**config.mk**
```make
export PLATFORM = sky130hd
export DESIGN_NAME = sseg_scan_driver
export DESIGN_NICKNAME = d
export VERILOG_FILES = /design/src/rtl/sseg_pkg.sv /design/src/rtl/num2sseg.sv /design/src/rtl/sseg_scan_driver.sv
export SDC_FILE = /design/constraint.sdc
export NUM_CORES = 1
export LEC_CHECK = 0
export CAP_MARGIN = 20
export CORE_ASPECT_RATIO = 2
export CORE_MARGIN = 5
export CORE_UTILIZATION = 40
export DETAILED_ROUTE_END_ITERATION = 10
export PLACE_DENSITY_LB_ADDON = 0.3
export SKIP_CTS_REPAIR_TIMING = 1
export SLEW_MARGIN = 20
export SYNTH_ARGS = -nofsm -noshare
export SYNTH_HDL_FRONTEND = slang
export SYNTH_SLANG_ARGS = --single-unit
```
**constraint.sdc**
```tcl
create_clock -name clk -period 3.2 [get_ports clk]
set_clock_uncertainty 0.1 [all_clocks]
set_input_delay 0.96 -clock clk [delete_from_list [all_inputs] [get_ports clk]]
set_output_delay 0.96 -clock clk [all_outputs]
set_load 0.1 [all_outputs]
```
**src/rtl/sseg_pkg.sv**
```systemverilog
// Shared constants and types for the four-digit seven-segment scan driver.
// Segment and anode vectors are active-low throughout.
package sseg_pkg;

    localparam int         NUM_DIGITS = 4;
    localparam logic [6:0] SEG_BLANK  = 7'b1111111;
    localparam logic [3:0] AN_OFF     = 4'b1111;

    typedef logic [1:0] digit_idx_t;

    // Active-low anode vector with only the selected digit driven low.
    function automatic logic [3:0] an_select_n(input digit_idx_t idx);
        return ~(4'b0001 << idx);
    endfunction

endpackage

```
**src/rtl/num2sseg.sv**
```systemverilog
// Nibble to active-low seven-segment decoder, segments a..g on o_sseg[6:0].
// Codes above 9 are not BCD and render as '0'.
module num2sseg (
    input  logic [3:0] i_num,
    output logic [6:0] o_sseg
);

    always_comb begin
        // NOTE: default assignment first, so no path through the case leaves o_sseg unassigned (no latch).
        o_sseg = 7'b0000001;
        case (i_num)
            4'd0: o_sseg = 7'b0000001;
            4'd1: o_sseg = 7'b1001111;
            4'd2: o_sseg = 7'b0010010;
            4'd3: o_sseg = 7'b0000110;
            4'd4: o_sseg = 7'b1001100;
            4'd5: o_sseg = 7'b0100100;
            4'd6: o_sseg = 7'b0100000;
            4'd7: o_sseg = 7'b0001111;
            4'd8: o_sseg = 7'b0000000;
            4'd9: o_sseg = 7'b0000100;
            default: o_sseg = 7'b0000001;
        endcase
    end

endmodule

```
**src/rtl/sseg_scan_driver.sv**
```systemverilog
// Time-multiplexed driver for a four-digit common-anode BCD display.
// Optional leading-zero blanking is enabled by defining SSEG_LEADING_ZERO_BLANK_EN.
module sseg_scan_driver
    import sseg_pkg::*;
#(
    parameter int CLK_HZ  = 100_000_000,
    parameter int SLOT_HZ = 1000
) (
    input  logic                    clk,
    input  logic                    reset,
    input  logic                    load,
    input  logic [4*NUM_DIGITS-1:0] bcd_in,
    input  logic [NUM_DIGITS-1:0]   dp_in,
    input  logic                    en,
    output logic [NUM_DIGITS-1:0]   an,
    output logic [6:0]              sseg,
    output logic                    dp
);

    localparam int               PRESCALE = CLK_HZ / SLOT_HZ;
    localparam int               CNT_W    = (PRESCALE > 1) ? $clog2(PRESCALE) : 1;
    localparam logic [CNT_W-1:0] CNT_MAX  = CNT_W'(PRESCALE - 1);

    logic [4*NUM_DIGITS-1:0] r_digits;
    logic [NUM_DIGITS-1:0]   r_dp_sh;
    logic [CNT_W-1:0]        r_cnt;
    digit_idx_t              r_idx;

    logic       w_tick;
    digit_idx_t w_idx_next;
    logic [3:0] w_nibble;
    logic [6:0] w_seg;
    logic       w_blank;

    assign w_tick     = (r_cnt == CNT_MAX);
    assign w_idx_next = r_idx + 2'd1;
    // The shadow is read before this edge's load lands, so a colliding load shows from the next slot.
    assign w_nibble   = r_digits[{w_idx_next, 2'b00} +: 4];

    num2sseg u_dec (
        .i_num  (w_nibble),
        .o_sseg (w_seg)
    );

`ifdef SSEG_LEADING_ZERO_BLANK_EN
    // A digit is blank when it and every digit to its left are zero, unless its point is lit.
    always_comb begin
        w_blank = 1'b0;
        case (w_idx_next)
            2'd3:    w_blank = (r_digits[15:12] == 4'h0);
            2'd2:    w_blank = (r_digits[15:8]  == 8'h0);
            2'd1:    w_blank = (r_digits[15:4]  == 12'h0);
            default: w_blank = 1'b0;
        endcase
        if (r_dp_sh[w_idx_next])
            w_blank = 1'b0;
    end
`else
    assign w_blank = 1'b0;
`endif

    // NOTE: sequential state uses non-blocking assignments so every register samples pre-edge values.
    always_ff @(posedge clk) begin
        if (reset) begin
            r_digits <= '0;
            r_dp_sh  <= '0;
            r_cnt    <= '0;
            r_idx    <= 2'd3;
            an       <= AN_OFF;
            sseg     <= SEG_BLANK;
            dp       <= 1'b1;
        end else begin
            if (load) begin
                r_digits <= bcd_in;
                r_dp_sh  <= dp_in;
            end
            r_cnt <= w_tick ? '0 : r_cnt + CNT_W'(1);
            if (w_tick) begin
                r_idx <= w_idx_next;
                if (!en) begin
                    an   <= AN_OFF;
                    sseg <= SEG_BLANK;
                    dp   <= 1'b1;
                end else begin
                    an   <= w_blank ? AN_OFF : an_select_n(w_idx_next);
                    sseg <= w_seg;
                    dp   <= ~r_dp_sh[w_idx_next];
                end
            end
        end
    end

endmodule

```
==> results of run 1 <==
==> where the power goes <==
part / leakage (nW) / switching [W] / internal, W / total [W]
Clock: 0.0513 / 0.000199 / 0.000229 / 0.000428
Combinational: 0.630 / 0.0000470 / 0.0000586 / 0.000106
Sequential: 0.416 / 0.0000119 / 0.000652 / 0.000664
Total: 1.10 / 0.000258 / 0.000940 / 0.00120
==> cells by family (layout without fill, tap and decap cells) <==
logic type               Yosys count  after routing  synth area share (%)
adder cells (fa/ha/maj)            9              9                  4.98
buffers and inverters             20             53                  3.60
flip-flops                        51             51                  45.2
AND/OR/NAND/NOR                   78             78                  18.7
XOR/XNOR                          13             13                  5.04
multiplexers                      26             26                  14.3
AO/OA/AOI/OAI                     25             25                  8.25
==> cells in the final DEF, fill, tap and decap left out, types with 2 or more instances in the layout <==
cell type	n
ha_1	9
buf_4	14
mux4_2	5
nor2b_1	2
a21oi_1	5
and3_1	2
o22a_1	2
o32a_1	3
nand3_1	6
o21ai_0	4
clkbuf_8	5
nor2_1	39
inv_1	9
nand2_1	7
nor3_1	2
xor2_1	8
nand4_1	4
xnor2_1	5
and4_1	2
mux2i_1	21
a2bb2oi_1	7
or3_1	4
clkdlybuf4s50_1	23
dfxtp_1	51
==> state kept, by name (all words and copies together), names as in the netlist <==
name      count
r_dp_sh       4
dp            1
r_digits     16
r_idx         2
an            4
r_cnt        17
sseg          7
==> path summary, 6_finish.rpt <==
check | endpoint | from | slack, ns
setup / recovery | sseg[2]$_SDFFE_PP1N_ | r_idx[0]$_SDFFE_PP1N_ | 0.49
hold / removal | r_cnt[0]$_SDFF_PP0_ | r_cnt[0]$_SDFF_PP0_ | 0.36
setup reg to reg | sseg[2]$_SDFFE_PP1N_ | r_idx[0]$_SDFFE_PP1N_ | 0.49
hold reg to reg | r_cnt[0]$_SDFF_PP0_ | r_cnt[0]$_SDFF_PP0_ | 0.36
==> per-layer routing <==
metal  share of wire (%)  up-vias
li1                    -      843
met1                  38      774
met2                  55       36
met3                 3.4       15
met4                 4.1        0
met5                   0        -
==> cell type report <==
| cell class | count | area, µm² |
|---|---|---|
| Sequential cell | 51 | 1020 |
| Clock buffer | 6 | 72.6 |
| Fill cell | 508 | 2730 |
| Clock inverter | 1 | 30.0 |
| Tap cell | 60 | 75.1 |
| Timing Repair Buffer | 37 | 335 |
| Inverter | 9 | 33.8 |
| Multi-Input combinational cell | 151 | 1170 |
==> through the flow <==
step / worst slack [ns] / area [µm²] / power (W) / utilization [%] / hold slack (ns)
detailed placement: 0.479 / 2620 / 0.000785 / 48.0 / 0.350
finish: 0.489 / 2730 / 0.00120 / 50.0 / 0.364
floorplan: 0.568 / 2260 / 0.000737 / - / 0.330
global route: 0.282 / 2730 / 0.00125 / 50.0 / 0.409
CTS: 0.463 / 2730 / 0.00121 / 49.9 / 0.371
global placement: 0.569 / 2620 / 0.000785 / 48.0 / 0.341
==> worst max-delay path: cells and delay by family (launching register included) <==
family	cells	cell delay [ns]
flops	1	0.56
compound gates	1	0.32
mux	2	0.74
buf+inv	1	0.12
simple gates	1	0.06
fa+ha+maj	2	0.70
==> run metrics, run 1 <==
root buffer cell=clkbuf_8; crit path cell chain=inv_1 -> ha_1 -> mux4_2 -> ha_1 -> mux2i_1 -> nor2_1 -> o32a_1; min cycle time layout=about 2.7 ns; DR WL/cell=around 15 µm; Post-Synthesis Cell Area=~0.0023 mm²; Max Root-Sink Buffers=2; fin. max-slew vios=0; worst stage delay on the critical path=roughly 0.59 ns; critical path class=reg2reg; final setup TNS=0 ns; area share of the largest cell type after synthesis=around 45%; vias in the first global route=roughly 1,700; Cells after DPL=a little over 300; layout cells sized above 1=between 10% and 20%; cells on worst reg2reg path=7; die area=~0.0073 mm²; Cells after Synth=222; first-pass detailed-route iteration total=4; Most used DFF post-synth=dfxtp_1; Commonest cells post-synth=51 x dfxtp_1, 39 x nor2_1, 21 x mux2i_1; CTS H-tree lvls=2; DRT antenna net count=0; P&R area growth vs syn=20.9%; Leak=roughly 1.1 nW; VDD IR max=approximately 320 µV; diodes inserted=0; peak fanout along the critical path=10; Clk Latency, worst-skew pair=0.30 ns; FMAX=between 300 and 400 MHz; Critical Path AT=2.80 ns; Synth Register Bits=slightly above 50; Seq/Total Area, Yosys=between 40% and 50%; Die Y=116 µm; DRT iter0 DRCs=between 60 and 70; CP Launch Type=register; drt drc=0; worst min path class=reg2reg; hold path cells=1; Synthesized Nets=255; max cap viols=0; GR Util met3=roughly 3.6%; Final nets=approximately 290; first-pass GRT wire length=slightly below 8000 µm; PortBufs=35; final wirelength=roughly 4800 µm; Die X=63.2 µm; initial antenna violation count=0; Pwr Density=438 mW/mm²; io pins=36; EDFF count, synth=0; TritonCTS Buffers=5; yosys warns=0; CP most frequent cell=ha_1; Total GRT Usage=roughly 14%; gr busiest metal=met2; DP HPWL=~3700 µm; CTS sink cnt=51; grt met2 use=about a quarter; largest area contributor in the netlist=dfxtp_1; clock slew seen by the registers of the worst setup and hold paths=approximately 0.09 ns; routed vias=about 1,700; average size of a mapped cell=10.2 µm²; final setup violation count=0; GRT met1 Usage=13.1%; total gr overflow=0; Final Hold Viols=0; fraction of registers with async set or reset after synthesis=0%; worst path required time=between 3 and 4 ns; largest net degree at the start of global routing=29; unrepaired setup endpoints after global routing=no; Finished Layout Cells=around 320; TritonCTS clock tree=yes; Initial Utilization=between 40% and 50%; run status=finished clean; Row Count=38; count leader, synth=dfxtp_1; element type at the critical path end=register; core area=~0.0055 mm²; fin crit share=a little over four fifths; worst-margin pin slew=~0.71 ns; Synth area leaders=dfxtp_1 45%, mux2i_1 9.3%, nor2_1 6.5%; detail-routed via count per cell=roughly 5.3; GPL Wtd Cong=between 0.9 and 1; Slew headroom=a little over half; Cell variety after synth=38; CP max-delay cell=mux4_2
Power figures use the tool's default switching activity.
==> inputs of run 2 (changes only) <==
==> constraint.sdc (replaced) <==
create_clock -name clk -period 2.6 [get_ports clk]
set_clock_uncertainty 0.1 [all_clocks]
set_input_delay 0.78 -clock clk [delete_from_list [all_inputs] [get_ports clk]]
set_output_delay 0.78 -clock clk [all_outputs]
set_load 0.1 [all_outputs]
==> run 2 against run 1 <==
Against the previous run:
- core utilization increased by 1.1 points
- critical path type unchanged
- final cell count up 2.9%
- count of clock-buffer cells in the layout down 1
- sequential power up 23%
==> run metrics, run 2 (same netlist as run 1, synthesis figures left out) <==
detail-routed via count per cell=5.16 (-2.5%); Regs by FF count=r_cnt: 17 flops, r_digits: 16 flops, sseg: 7 flops; layout cells sized above 1=15.5% (+3.4 points); Hold Slack=0.367 ns (+0.00307 ns); CTS H-tree lvls=2 (unchanged); Die Y=116 µm (unchanged); Final nets=296 (+2.8%); CTS sink cnt=51 (unchanged); worst path required time=2.70 ns (-0.59 ns); first-pass detailed-route iteration total=4 (unchanged); CP Launch Type=register; total gr overflow=0 (unchanged); # fillers=519 (+2.2%); max cap viols=0 (unchanged); Slew headroom=71.3% (+19 points); min cycle time layout=2.45 ns (-0.265 ns); most common cell after layout, fill and taps aside=dfxtp_1; P&R area growth vs syn=23.7%; diodes inserted=0 (unchanged); die area=0.00735 mm² (unchanged); Leak=1.14 nW (+4.3%); element type at the critical path end=register; Pwr Density=533 mW/mm² (+22%); VDD IR max=467 µV (+44%); final setup TNS=0 ns (unchanged); final setup violation count=0 (unchanged); Critical Path AT=2.54 ns (-0.26 ns); Most flops, register=r_cnt; clock slew seen by the registers of the worst setup and hold paths=0.09 ns (about the same); DRT antenna net count=0 (unchanged); Finished Cell Area=0.00280 mm² (+2.3%); Power Total=0.00149 W (+25%); io pins=36 (unchanged); DR WL/cell=14.7 µm (-3.4%); worst-margin pin slew=0.430 ns (-0.278 ns); largest net degree at the start of global routing=24 (-17%); Die X=63.2 µm (unchanged); peak fanout along the critical path=4 (-6); drt drc=0 (unchanged); initial antenna violation count=0 (unchanged); run status=finished clean; TritonCTS Buffers=5 (unchanged); critical path class=reg2reg; final wirelength=4750 µm (-0.67%); TritonCTS clock tree=yes; Final Hold Viols=0 (unchanged); most frequent cells in the layout=51 x dfxtp_1, 39 x nor2_1, 23 x clkdlybuf4s50_1, 22 x buf_4, 21 x mux2i_1; DRT iter0 DRCs=79 (+16%); worst min path class=reg2reg; PortBufs=35 (unchanged); Initial Utilization=41.4% (unchanged); max reg flops=17 (unchanged); routed vias=1,673 (+0.30%); Clk Latency, worst-skew pair=0.30 ns (about the same); placed inst area=0.00268 mm² (+2.3%); FMAX=409 MHz (+11%); DP HPWL=3690 µm (+0.93%); vias in the first global route=1,738 (+2.7%); first-pass GRT wire length=8200 µm (+3.1%); Total GRT Usage=14.1% (+0.26 points); root buffer cell=clkbuf_8; fin crit share=94.0% (+9.3 points); GPL Wtd Cong=0.789 (-14%); unrepaired setup endpoints after global routing=no; fin. max-slew vios=0 (unchanged); core area=0.00547 mm² (unchanged); Row Count=38 (unchanged); Max Root-Sink Buffers=2 (unchanged)
## run 2: cell type report
| cell class | count | area [µm²] | share of cell area (%) |
|---|---|---|---|
| inverter | 9 | 33.8 | 1.21 |
| tap | 60 | 75.1 | 2.68 |
| multi-input combinational | 151 | 1160 | 41.4 |
| sequential | 51 | 1020 | 36.5 |
| timing repair buffer | 45 | 395 | 14.1 |
| clock buffer | 5 | 68.8 | 2.46 |
| clock inverter | 3 | 43.8 | 1.57 |
## run 2: per-layer routing
metal,global-route usage (%),share of wire [%],routed length (µm),vias to the layer above
li1,-,-,-,860
met1,14.9,38,1800,784
met2,26.5,57,2720,25
met3,2.89,3.2,152,4
met4,6.37,1.5,69,0
met5,0,0,0,-
## run 2: power breakdown
part | switching, W | internal [W] | leakage [nW]
Combinational | 0.0000593 | 0.0000747 | 0.670
Sequential | 0.0000127 | 0.000803 | 0.416
Clock | 0.000255 | 0.000287 | 0.0581
## run 2: worst paths after layout
path	start	endpoint	slack, ns	cells after the start
worst max-delay path	r_idx[1]$_SDFFE_PP1N_	sseg[0]$_SDFFE_PP1N_	0.15	7
worst max register to register	r_idx[1]$_SDFFE_PP1N_	sseg[0]$_SDFFE_PP1N_	0.15	7
worst min register to register	r_cnt[0]$_SDFF_PP0_	r_cnt[0]$_SDFF_PP0_	0.37	1
worst min-delay path	r_cnt[0]$_SDFF_PP0_	r_cnt[0]$_SDFF_PP0_	0.37	1
## run 2: stage by stage
step | worst slack [ns] | util, % | cells
CTS | 0.117 | 51.1 | 324
floorplan | 0.0956 | - | 222
detailed placement | 0.133 | 49.1 | 316
global placement | 0.172 | 49.1 | 316
global route | 0.0450 | 51.1 | 324
finish | 0.155 | 51.1 | 324
## run 2: worst max-delay path, stage by stage, from the launching register on
cell and delay (ns):
dfxtp_1 0.40, inv_1 0.08, ha_1 0.39, buf_4 0.16
mux4_2 0.54, ha_1 0.20, and2_1 0.16, o32a_1 0.32
==> inputs of run 3 (changes only) <==
--- a/config.mk
+++ b/config.mk
@@ -15,4 +15,5 @@
 export SLEW_MARGIN = 20
 export SYNTH_ARGS = -nofsm -noshare
 export SYNTH_HDL_FRONTEND = slang
+export SYNTH_HIERARCHICAL = 1
 export SYNTH_SLANG_ARGS = --single-unit
==> run 3 against run 2 <==
Against the previous run:
- final cell count rose by 1.5%
- combinational power barely moved
- sequential cell count did not move
- hold slack improved by 0.0047 ns
- clock power rose by 16%
- sequential power barely moved
- critical path type unchanged
- critical endpoint is now sseg[3]$_SDFFE_PP1N_
- largest cell class unchanged
==> run metrics, run 3 <==
DP HPWL=3580 µm (-3.1%); P&R area growth vs syn=23.8%; CP max-delay cell=mux4_2; TritonCTS clock tree=yes; CP bufs+invs=2 (unchanged); root buffer cell=clkbuf_16; worst-margin pin slew=0.380 ns (-0.0500 ns); unrepaired setup endpoints after global routing=no; Synth Register Bits=51 (unchanged); final wirelength=4490 µm (-5.5%); Post-Synthesis Cell Area=0.00229 mm² (+1.1%); largest net degree at the start of global routing=29 (+21%); setup ws final=0.232 ns (+0.0770 ns); Cell variety after synth=33 (-13%); Total GRT Usage=13.2% (-0.95 points); VDD IR max=691 µV (+48%); drt drc=0 (unchanged); peak fanout along the critical path=4 (unchanged); yosys warns=6 (+6); first-pass detailed-route iteration total=4 (unchanged); area share of the largest cell type after synthesis=44.7% (-0.49 points); layout cells sized above 1=14.6% (-0.98 points); min cycle time layout=2.37 ns (-0.0770 ns); crit path cell chain=inv_1 -> ha_1 -> mux4_2 -> inv_1 -> ha_1 -> nand2b_1 -> a21oi_1 -> o22a_1; fraction of registers with async set or reset after synthesis=0% (unchanged); setup slack at placement=0.222 ns (+0.0890 ns); largest area contributor in the netlist=dfxtp_1; Slew headroom=74.4% (+3.1 points); FMAX=422 MHz (+3.3%); DR WL/cell=13.6 µm (-6.9%); max reg flops=17 (unchanged); Die Y=117 µm (+0.51%); Initial Utilization=40.4% (-0.97 points); Pwr Density=559 mW/mm² (+4.9%); Largest delay share family, worst path=adder cells; diodes inserted=0 (unchanged); most common cell after layout, fill and taps aside=dfxtp_1; die area=0.00742 mm² (+0.98%); Most used DFF post-synth=dfxtp_1; Final Hold Viols=0 (unchanged); vias in the first global route=1,708 (-1.7%); DRT iter0 DRCs=46 (-42%); io pins=36 (unchanged); max cap viols=0 (unchanged); critical path class=reg2reg; worst path required time=2.73 ns (+0.03 ns); CP Launch Type=register; Regs by FF count=r_cnt: 17 flops, r_digits: 16 flops, sseg: 7 flops; Commonest cells post-synth=51 x dfxtp_1, 43 x nor2_1, 22 x mux2i_1; Final nets=300 (+1.4%); count leader, synth=dfxtp_1; CTS sink cnt=51 (unchanged); Max Root-Sink Buffers=2 (unchanged); most frequent cells in the layout=51 x dfxtp_1, 43 x nor2_1, 23 x clkdlybuf4s50_1, 22 x mux2i_1, 20 x buf_4; first-pass GRT wire length=7650 µm (-6.6%); Synth area leaders=dfxtp_1 45%, mux2i_1 9.6%, nor2_1 7.1%; clock slew seen by the registers of the worst setup and hold paths=0.06 ns (-0.03 ns); Seq/Total Area, Yosys=44.7% (-0.49 points); Synthesized Nets=264 (+3.5%); Clk Latency, worst-skew pair=0.29 ns (about the same); element type at the critical path end=register; DRT antenna net count=0 (unchanged); GPL Wtd Cong=0.805 (+2.0%); initial antenna violation count=0 (unchanged); fin crit share=91.1% (-3.0 points); average size of a mapped cell=9.90 µm² (-2.8%); routed vias=1,697 (+1.4%); core area=0.00566 mm² (+3.5%); final setup TNS=0 ns (unchanged); PortBufs=35 (unchanged); Critical Path AT=2.50 ns (-0.04 ns); total gr overflow=0 (unchanged); TritonCTS Buffers=5 (unchanged); Leak=1.09 nW (-4.3%); final setup violation count=0 (unchanged); Cells after Synth=231 (+4.1%); CTS H-tree lvls=2 (unchanged); Die X=63.5 µm (+0.47%); detail-routed via count per cell=5.16 (-0.11%); Row Count=39 (+2.6%); fin. max-slew vios=0 (unchanged); worst min path class=reg2reg; run status=finished clean; EDFF count, synth=0 (unchanged); worst stage delay on the critical path=0.59 ns (+0.05 ns); Most flops, register=r_cnt
-- run 3: cell types whose count changed after synthesis, sizes merged, moves of 5 or more --
cell / delta
xor2: -6
xnor2: +9
nor3: +5
o22a: +6
-- run 3: metrics by stage --
stage | instance area (µm²) | total power, W | utilization [%] | hold WS (ns) | std cells
finish | 2830 | 0.00158 | 50.0 | 0.372 | 329
global route | 2830 | 0.00165 | 50.0 | 0.401 | 329
CTS | 2830 | 0.00161 | 50.0 | 0.386 | 329
detailed placement | 2690 | 0.000974 | 47.5 | 0.357 | 321
global placement | 2690 | 0.000972 | 47.5 | 0.342 | 321
floorplan | 2290 | 0.000919 | - | 0.330 | 231
-- run 3: kinds of logic after synthesis --
family,after synthesis,share of synthesized area [%]
buf+inv,24,4.71
compound gates,19,7.12
fa+ha+maj,9,4.93
mux,27,14.6
xor+xnor,16,6.13
flops,51,44.7
simple gates,85,17.9
-- run 3: worst register-to-register path: cells and delay by family (launching register included) --
| family | cells | cell delay (ns) |
|---|---|---|
| fa+ha+maj | 2 | 0.66 |
| mux | 1 | 0.59 |
| flops | 1 | 0.37 |
| compound gates | 2 | 0.26 |
| buf+inv | 2 | 0.19 |
| simple gates | 1 | 0.14 |
-- run 3: worst paths after layout --
path                                             end                  start  cells past startpoint  slack (ns)
worst max-delay path            sseg[3]$_SDFFE_PP1N_  r_idx[1]$_SDFFE_PP1N_                      8        0.23
worst min-delay path             r_cnt[0]$_SDFF_PP0_    r_cnt[0]$_SDFF_PP0_                      1        0.37
worst max register to register  sseg[3]$_SDFFE_PP1N_  r_idx[1]$_SDFFE_PP1N_                      8        0.23
worst min register to register   r_cnt[0]$_SDFF_PP0_    r_cnt[0]$_SDFF_PP0_                      1        0.37
-- run 3: power by group --
| part | internal (W) | switching (W) |
|---|---|---|
| logic | 0.0000802 | 0.0000556 |
| registers | 0.000804 | 0.0000145 |
| clock network | 0.000355 | 0.000274 |
| total | 0.00124 | 0.000344 |
-- run 3: routing by layer --
metal / vias up / part of all wire [%] / GRT usage (%)
li1: 860 / - / -
met2: 33 / 58 / 26.1
met3: 7 / 3.6 / 2.96
met4: 0 / 2.3 / 7.21
met5: - / 0 / 0
met1: 797 / 36 / 11.9
-- run 3: layout make-up --
| cell class | count | area [µm²] |
|---|---|---|
| Clock buffer | 6 | 129 |
| Clock inverter | 2 | 12.5 |
| Fill cell | 535 | 2830 |
| Inverter | 9 | 33.8 |
| Multi-Input combinational cell | 156 | 1160 |
| Sequential cell | 51 | 1020 |
| Tap cell | 61 | 76.3 |
| Timing Repair Buffer | 44 | 400 |
